==> config.mk <==
export PLATFORM = sky130hd
export DESIGN_NAME = div_unit
export DESIGN_NICKNAME = d
export VERILOG_FILES = /design/src/rtl/div_unit_pkg.sv /design/src/rtl/div_step.sv /design/src/rtl/div_unit.sv
export SDC_FILE = /design/constraint.sdc
export NUM_CORES = 1
export LEC_CHECK = 0
export BUFFER_PORTS_ARGS = -buffer_cell sky130_fd_sc_hd__buf_2
export CAP_MARGIN = 10
export CORE_MARGIN = 2
export CORE_UTILIZATION = 40
export CTS_BUF_LIST = sky130_fd_sc_hd__clkbuf_4
export CTS_CLUSTER_SIZE = 10
export DETAILED_ROUTE_END_ITERATION = 12
export PLACE_DENSITY_LB_ADDON = 0.25
export SYNTH_ARGS = -nofsm -noshare
export SYNTH_HDL_FRONTEND = slang
export SYNTH_SLANG_ARGS = --single-unit
==> constraint.sdc <==
create_clock -name clk -period 4.1 [get_ports clk]
set_clock_uncertainty 0.2 [all_clocks]
set_input_delay 0.205 -clock clk [delete_from_list [all_inputs] [get_ports clk]]
set_output_delay 0.205 -clock clk [all_outputs]
set_load 0.01 [all_outputs]
==> src/rtl/div_unit_pkg.sv <==
// Shared ALU operation codes and divider state encoding.
// Also holds small op-classification helpers used by div_unit.
package div_unit_pkg;

    localparam logic [4:0] ALU_DIV  = 5'b01110;
    localparam logic [4:0] ALU_DIVU = 5'b01111;
    localparam logic [4:0] ALU_REM  = 5'b10000;
    localparam logic [4:0] ALU_REMU = 5'b10001;

    typedef enum logic [1:0] {
        ST_IDLE = 2'b00,
        ST_CALC = 2'b01,
        ST_SIGN = 2'b10,
        ST_DONE = 2'b11
    } div_state_e;

    function automatic logic is_div_op(input logic [4:0] op);
        case (op)
            ALU_DIV, ALU_DIVU, ALU_REM, ALU_REMU: is_div_op = 1'b1;
            default:                              is_div_op = 1'b0;
        endcase
    endfunction

    function automatic logic is_signed_op(input logic [4:0] op);
        is_signed_op = (op == ALU_DIV) || (op == ALU_REM);
    endfunction

    function automatic logic is_rem_op(input logic [4:0] op);
        is_rem_op = (op == ALU_REM) || (op == ALU_REMU);
    endfunction

endpackage

==> src/rtl/div_step.sv <==
// One combinational radix-2 restoring division step on unsigned magnitudes.
module div_step #(
    parameter int WIDTH = 32
) (
    input  logic [WIDTH-1:0] rem_acc,
    input  logic [WIDTH-1:0] quot,
    input  logic [WIDTH-1:0] divisor,
    output logic [WIDTH-1:0] rem_acc_next,
    output logic [WIDTH-1:0] quot_next
);

    logic [WIDTH:0] shifted_s;
    logic [WIDTH:0] diff_s;

    assign shifted_s = {rem_acc, quot[WIDTH-1]};
    assign diff_s    = shifted_s - {1'b0, divisor};

    // Keep the difference only when the trial subtraction did not borrow.
    always_comb begin
        rem_acc_next = shifted_s[WIDTH-1:0];
        quot_next    = {quot[WIDTH-2:0], 1'b0};
        if (!diff_s[WIDTH]) begin
            rem_acc_next = diff_s[WIDTH-1:0];
            quot_next    = {quot[WIDTH-2:0], 1'b1};
        end else begin
            rem_acc_next = shifted_s[WIDTH-1:0];
            quot_next    = {quot[WIDTH-2:0], 1'b0};
        end
    end

endmodule

==> src/rtl/div_unit.sv <==
// Iterative restoring divider for div/divu/rem/remu; stalls the pipeline via busy_o
// and reports a registered result with a one-cycle done_o pulse.
module div_unit
    import div_unit_pkg::*;
#(
    parameter int WIDTH = 32
) (
    input  logic             clk,
    input  logic             reset,
    input  logic             start_i,
    input  logic [4:0]       alu_op_i,
    input  logic [WIDTH-1:0] op_a_i,
    input  logic [WIDTH-1:0] op_b_i,
    input  logic             flush_i,
    output logic             busy_o,
    output logic             done_o,
    output logic [WIDTH-1:0] result_o
);

    localparam int CNT_W = $clog2(WIDTH) + 1;
    localparam logic [CNT_W-1:0] CNT_LAST = CNT_W'(WIDTH - 1);
    localparam logic [CNT_W-1:0] CNT_ONE  = CNT_W'(1);
    localparam logic [WIDTH-1:0] ALL_ONES = {WIDTH{1'b1}};
    localparam logic [WIDTH-1:0] ZERO     = {WIDTH{1'b0}};
    localparam logic [WIDTH-1:0] MIN_NEG  = {1'b1, {(WIDTH-1){1'b0}}};

    div_state_e       state_r;
    logic             rem_op_r;
    logic             sign_a_r;
    logic             sign_b_r;
    logic [WIDTH-1:0] divisor_r;
    logic [WIDTH-1:0] rem_acc_r;
    logic [WIDTH-1:0] quot_r;
    logic [CNT_W-1:0] count_r;
    logic             busy_r;
    logic             done_r;
    logic [WIDTH-1:0] result_r;

    logic             accept_s;
    logic             signed_s;
    logic             a_neg_s;
    logic             b_neg_s;
    logic             special_s;
    logic [WIDTH-1:0] abs_a_s;
    logic [WIDTH-1:0] abs_b_s;
    logic [WIDTH-1:0] special_res_s;
    logic [WIDTH-1:0] quot_fin_s;
    logic [WIDTH-1:0] rem_fin_s;
    logic [WIDTH-1:0] rem_acc_step_s;
    logic [WIDTH-1:0] quot_step_s;

    assign accept_s = start_i && is_div_op(alu_op_i);
    assign signed_s = is_signed_op(alu_op_i);
    assign a_neg_s  = signed_s && op_a_i[WIDTH-1];
    assign b_neg_s  = signed_s && op_b_i[WIDTH-1];

    // Operand magnitudes, early-out detection and the final sign fix-up.
    always_comb begin
        abs_a_s       = op_a_i;
        abs_b_s       = op_b_i;
        special_s     = 1'b0;
        special_res_s = ZERO;
        if (a_neg_s) begin
            abs_a_s = -op_a_i;
        end else begin
            abs_a_s = op_a_i;
        end
        if (b_neg_s) begin
            abs_b_s = -op_b_i;
        end else begin
            abs_b_s = op_b_i;
        end
        // Divide-by-zero takes precedence; overflow only exists for signed ops.
        if (op_b_i == ZERO) begin
            special_s     = 1'b1;
            special_res_s = is_rem_op(alu_op_i) ? op_a_i : ALL_ONES;
        end else if (signed_s && (op_a_i == MIN_NEG) && (op_b_i == ALL_ONES)) begin
            special_s     = 1'b1;
            special_res_s = is_rem_op(alu_op_i) ? ZERO : MIN_NEG;
        end else begin
            special_s     = 1'b0;
            special_res_s = ZERO;
        end
        quot_fin_s = (sign_a_r ^ sign_b_r) ? -quot_r : quot_r;
        rem_fin_s  = sign_a_r ? -rem_acc_r : rem_acc_r;
    end

    div_step #(.WIDTH(WIDTH)) u_div_step (
        .rem_acc      (rem_acc_r),
        .quot         (quot_r),
        .divisor      (divisor_r),
        .rem_acc_next (rem_acc_step_s),
        .quot_next    (quot_step_s)
    );

    // Divider FSM with registered busy/done/result outputs.
    always_ff @(posedge clk or posedge reset) begin
        if (reset) begin
            state_r   <= ST_IDLE;
            rem_op_r  <= 1'b0;
            sign_a_r  <= 1'b0;
            sign_b_r  <= 1'b0;
            divisor_r <= ZERO;
            rem_acc_r <= ZERO;
            quot_r    <= ZERO;
            count_r   <= {CNT_W{1'b0}};
            busy_r    <= 1'b0;
            done_r    <= 1'b0;
            result_r  <= ZERO;
        end else if (flush_i) begin
            state_r <= ST_IDLE;
            busy_r  <= 1'b0;
            done_r  <= 1'b0;
        end else begin
            case (state_r)
                ST_IDLE: begin
                    done_r <= 1'b0;
                    if (accept_s) begin
                        rem_op_r  <= is_rem_op(alu_op_i);
                        sign_a_r  <= a_neg_s;
                        sign_b_r  <= b_neg_s;
                        divisor_r <= abs_b_s;
                        quot_r    <= abs_a_s;
                        rem_acc_r <= ZERO;
                        count_r   <= {CNT_W{1'b0}};
                        busy_r    <= 1'b1;
                        if (special_s) begin
                            result_r <= special_res_s;
                            done_r   <= 1'b1;
                            state_r  <= ST_DONE;
                        end else begin
                            state_r  <= ST_CALC;
                        end
                    end else begin
                        busy_r <= 1'b0;
                    end
                end
                ST_CALC: begin
                    rem_acc_r <= rem_acc_step_s;
                    quot_r    <= quot_step_s;
                    count_r   <= count_r + CNT_ONE;
                    if (count_r == CNT_LAST) begin
                        state_r <= ST_SIGN;
                    end else begin
                        state_r <= ST_CALC;
                    end
                end
                ST_SIGN: begin
                    result_r <= rem_op_r ? rem_fin_s : quot_fin_s;
                    done_r   <= 1'b1;
                    state_r  <= ST_DONE;
                end
                ST_DONE: begin
                    done_r  <= 1'b0;
                    busy_r  <= 1'b0;
                    state_r <= ST_IDLE;
                end
                default: begin
                    done_r  <= 1'b0;
                    busy_r  <= 1'b0;
                    state_r <= ST_IDLE;
                end
            endcase
        end
    end

    assign busy_o   = busy_r;
    assign done_o   = done_r;
    assign result_o = result_r;

endmodule
After elaboration in Yosys (flattened, before gate mapping)
Cells that the tools add are included.

cells by class
  reductions and logical operators = 17
  mux-type cells = 35
  $add $sub $neg = 6
  equal/unequal tests = 13
  bitwise logic cells = 2

operator list
  cell                  count
  $mux 32               14
  $pmux 32 s2           3
  $neg 32->32           4
  $eq 32x32->1 const B  2
  $sub 33x32->33        1
  $logic_not 32->1      1
  $pmux 6 s2            1
  $eq 5x4->1 const B    2
  $eq 5x5->1 const B    2
  $mux 1                9
  $mux 2                4
  $pmux 2 s4            1
  $add 6x1->6 const B   1
  $eq 6x5->1 const B    1
  $mux 6                1
  $reduce_and 3->1      2
  $logic_and 1x1->1     5
  $eq 2x2->1 const B    2
  $ne 2x2->1 const B    2
  $reduce_and 4->1      1
  $reduce_bool 2->1     2
  $reduce_bool 4->1     1
  $reduce_or 4->1       1
  $ne 3x3->1 const B    1
  8 further kinds       9

storage, ports and cells
  register bits after elaboration = 141
  input port bits = 73
  output and inout port bits = 34
  word-level logic and storage cells = 84

Depth between registers and ports, before layout
  word-level depth = 10
  mapped depth = 13
  depth with buffers taken out = 12

By module
A second synthesis with hierarchy kept.

second synthesis, totals
  cells, all modules = 1398
  area, all modules = 11818.8 µm²

modules (own cells, without submodules)
  module    cells each  area an instance (µm²)  times used  seq. area each (µm²)
  div_unit  1056        9330.2                  1           3528.4
  div_step  342         2488.6                  1           0.0

Worst setup path after synthesis
No wires, ideal clock.

  path kind = reg2reg
  from = register quot_r[31]
  to = register rem_acc_r[23]
  arrival time = 2.809 ns
  period minus slack after synthesis = 3.141 ns
  setup time = 0.132 ns
  slack = 0.959 ns
  buffers on the path = 1
  cell stages (with the launch flop) = 14
  data required time = 3.768 ns
  path through = dfrtp_1 -> inv_1 -> ha_1 -> fa_1 -> nand2b_1 -> a21oi_1 -> o21ai_2 -> a21oi_2 -> nor3b_2 -> a21o_1 -> a211oi_4 -> buf_6 -> mux2i_1 -> o21ai_1

on the way
  cells in the longest elaborated chain, start to end = 3

RTL lines
  what                      line             source
  start: declaration        div_unit.sv:33   logic [WIDTH-1:0] quot_r;
  start signal: assignment  div_unit.sv:123  quot_r <= abs_a_s;
  start signal: assignment  div_unit.sv:140  quot_r <= quot_step_s;
  $sub 33x32->33            div_step.sv:16   assign diff_s = shifted_s - {1'b0, divisor};
  $mux 32                   div_step.sv:22   if (!diff_s[WIDTH]) begin
  $pmux 32 s2               div_unit.sv:115  case (state_r)
  end signal: assignment    div_unit.sv:139  rem_acc_r <= rem_acc_step_s;
  end: declaration          div_unit.sv:32   logic [WIDTH-1:0] rem_acc_r;

No other way between the ends.
A chain may end at the register's enable or synchronous reset.

Worst setup path in the final report
  from = register rem_acc_r[4]
  to = register rem_acc_r[30]

on the way
  cells in the longest elaborated chain, start to end = 3

RTL lines
  what            line
  $sub 33x32->33  div_step.sv:16
  $mux 32         div_step.sv:22
  $pmux 32 s2     div_unit.sv:115

No other way between the ends.

==> flow_summary.toml <==
[power]
power.total_mw = 6.872
p_leak_nw = 5.645
p_per_area_nw_per_um2 = 528.1
seqPwrFrac = 0.312
p_clk_frac = 0.170
combPwrFrac = 0.518
peakVddDrop_v = 0.0002158
p_int_mw = 3.853
power.switching_mw = 3.019
p_sw_frac = 0.4393

[floorplan]
die_area_um2 = 28600
start_util = 0.4058
die_width_um = 169.1
core_um2 = 26880
die_h_um = 169.1
io_pins = 107
rows = 60

[layout]
drive_above_1_share = 0.1368
layout.nets = 1627
postLayoutCellArea_um2 = 13010
area_growth_pct = 19.31
fillCellCount = 2592
final_cells = 1870

[drt]
drtIter0Drc = 813
wire_per_inst_um = 16.90
drc = 0
wl_um = 31610
vias = 10430
vias_per_cell = 5.578
firstDrtPassIters = 5
postRouteAntennaNets = 0

[sta]
tightest_slew_ns = 0.9373
max_clock_freq_mhz = 285.6
whs_ns = 0.05601
rsz0062_at_grt = "no"
finalMaxSlewViolations = 0
fin_crit_sh = 0.8541
setup_violations = 0
period_minus_slack_ns = 3.502
finalHoldViolCount = 0
setup_tns_ns = 0
slew_headroom = 0.3728

[outcome]
status = "completed"

[clock_tree]
clkTransAtPathRegs_ns = 0.13
postCtsSetupBuffers = 0
cts_tree = "built"
h-tree-depth = 4
clk_latency_ns = 0.57
clockBufferDepth = 2
clkSinkCount = 141
cts-root-buf = "clkbuf_4"
numCtsBuffers = 17

[worst_setup_path]
worstSetupStartpointType = "flop"
arrival_ns = 3.80
worstPathRequired_ns = 4.40
timing_worst_setup_path_type = "flop to flop"
end_kind = "flop"
critPathMaxFanout = 45

[placement]
port_buffers = 106
hpwl_um = 23160
place_area_um2 = 11780
gp_congestion = 0.8943
place_inst = 1751

[min_path]
min_path_type = "input port to flop"

[synth]
async_reset_ff_frac = 1.000
synth_edf_count = 0
synthCells = 1352
synth.avg_cell_area_um2 = 8.066
yosysSeqAreaShare = 0.3235
ys_ff_latch = 141
synthFlopType = "dfrtp_1"
ys_types = 76
synth.net_count = 1464
ys_warn_count = 0
syn-cell-area_um2 = 10910

[grt]
antenna_found_initial = 1
grt_max_degree = 73
grt_pass1_wl_um = 50960
grt_use_total = 0.2218
gr-total-overflow = 0
grt_pass1_vias = 9703

[flow_run]
max_cap_violations = 0
[power groups by stage]
stage	combinational, mW	clock, mW	sequential (mW)
after floorplan	2.84	0	1.99
after global placement	3.43	0	2.14
after detailed placement	3.46	0	2.16
after CTS	3.54	1.19	2.13
after global routing	3.99	1.24	2.20
final	3.56	1.17	2.14
[metal layers]
metal  track usage  wire, µm
met1        0.3193     15310
met2        0.3466     14090
met3       0.02502      1406
met4       0.07581       797
met5             0         0
[through the flow]
stage               worst slack [ns]    util
finish                        0.5982  0.4841
global route                  0.3683  0.4841
CTS                           0.6068  0.4840
detailed placement            0.6190  0.4382
global placement              0.7002  0.4382
floorplan                     0.9591       -
[synthesized netlist by cell type, types with 12 or more instances]
master,instances,area [µm²]
clkbuf_1,57,214.0
o21ai_1,22,110.1
inv_1,54,202.7
o22ai_1,31,193.9
dfrtp_1,141,3528
ha_1,38,475.5
o41ai_1,14,122.6
mux2i_1,17,170.2
o211ai_1,33,247.7
a21o_1,12,90.09
a31oi_1,13,81.33
nor3_1,21,105.1
a21oi_1,85,425.4
nand4_1,14,87.58
o21ai_0,144,720.7
nand2b_1,17,106.4
xnor2_1,83,727.0
xor2_1,65,569.3
nand3_1,28,140.1
nand2_1,178,668.1
nor2_1,96,360.4
o31ai_1,19,142.6
or3_1,17,106.4
[flip-flops by register name, summed over array words and instances (netlist names)]
name,flops
rem_op_r,1
busy_o,1
done_o,1
divisor_r,32
result_o,32
quot_r,32
count_r,6
sign_b_r,1
state_r,2
sign_a_r,1
rem_acc_r,32
[cells by family (layout without fill, tap and decap cells)]
logic type | count (synthesis) | in the layout | synth area share
adder cells (fa/ha/maj) | 39 | 39 | 0.04543
flip-flops | 141 | 141 | 0.3235
buffers and inverters | 128 | 304 | 0.04933
other | 0 | 1 | 0
AO/OA/AOI/OAI | 438 | 438 | 0.2538
AND/OR/NAND/NOR | 441 | 441 | 0.1934
multiplexers | 17 | 17 | 0.01560
XOR/XNOR | 148 | 148 | 0.1189
[repair_timing]
action | 4_1_cts | 5_1_grt
hold buffers | 86 | 0
gates resized for setup | 0 | 0
hold endpoints to repair | 131 | 0
[cell usage in the layout, fill, tap and decap left out, types with 20 or more instances in the layout]
master	count
nand2_1	178
o21ai_0	144
dfrtp_1	141
buf_2	106
nor2_1	95
dlygate4sd3_1	86
a21oi_1	85
xnor2_1	83
xor2_1	65
inv_1	53
ha_1	38
o211ai_1	33
o22ai_1	31
nand3_1	27
buf_4	23
o21ai_1	21
nor3_1	20
[layout make-up]
type / count / area, µm² / share of cell area
antenna: 1 / 2.502 / 0.0001923
inverter: 55 / 210.2 / 0.01616
tap: 341 / 426.7 / 0.03279
clock buffer: 17 / 127.6 / 0.009809
clock inverter: 15 / 242.7 / 0.01866
sequential: 141 / 3528 / 0.2712
multi-input combinational: 1083 / 6869 / 0.5279
timing repair buffer: 217 / 1604 / 0.1233
[final timing paths]
kind / start / to / slack, ns / cells after the start
min in group asynchronous: reset / quot_r[8] / 0.10 / 3
max in group asynchronous: reset / rem_acc_r[31] / 2.60 / 4
setup reg to reg: rem_acc_r[4] / rem_acc_r[30] / 0.60 / 11
setup / recovery: rem_acc_r[4] / rem_acc_r[30] / 0.60 / 11
hold / removal: start_i / busy_o / 0.06 / 7
hold reg to reg: divisor_r[21] / divisor_r[21] / 0.30 / 2
[critical path, cell delays in order, from the launching register on]
cell and delay (ns):
dfrtp_1 0.49, ha_1 0.37, a21o_1 0.22, a211o_1 0.29, o21ai_2 0.25, a21oi_2 0.11, nor3b_2 0.38, a21o_1 0.25
a211oi_4 0.08, buf_12 0.20, or4_1 0.53, nand2_1 0.07
Note: power is estimated with default switching activity, not from simulation.
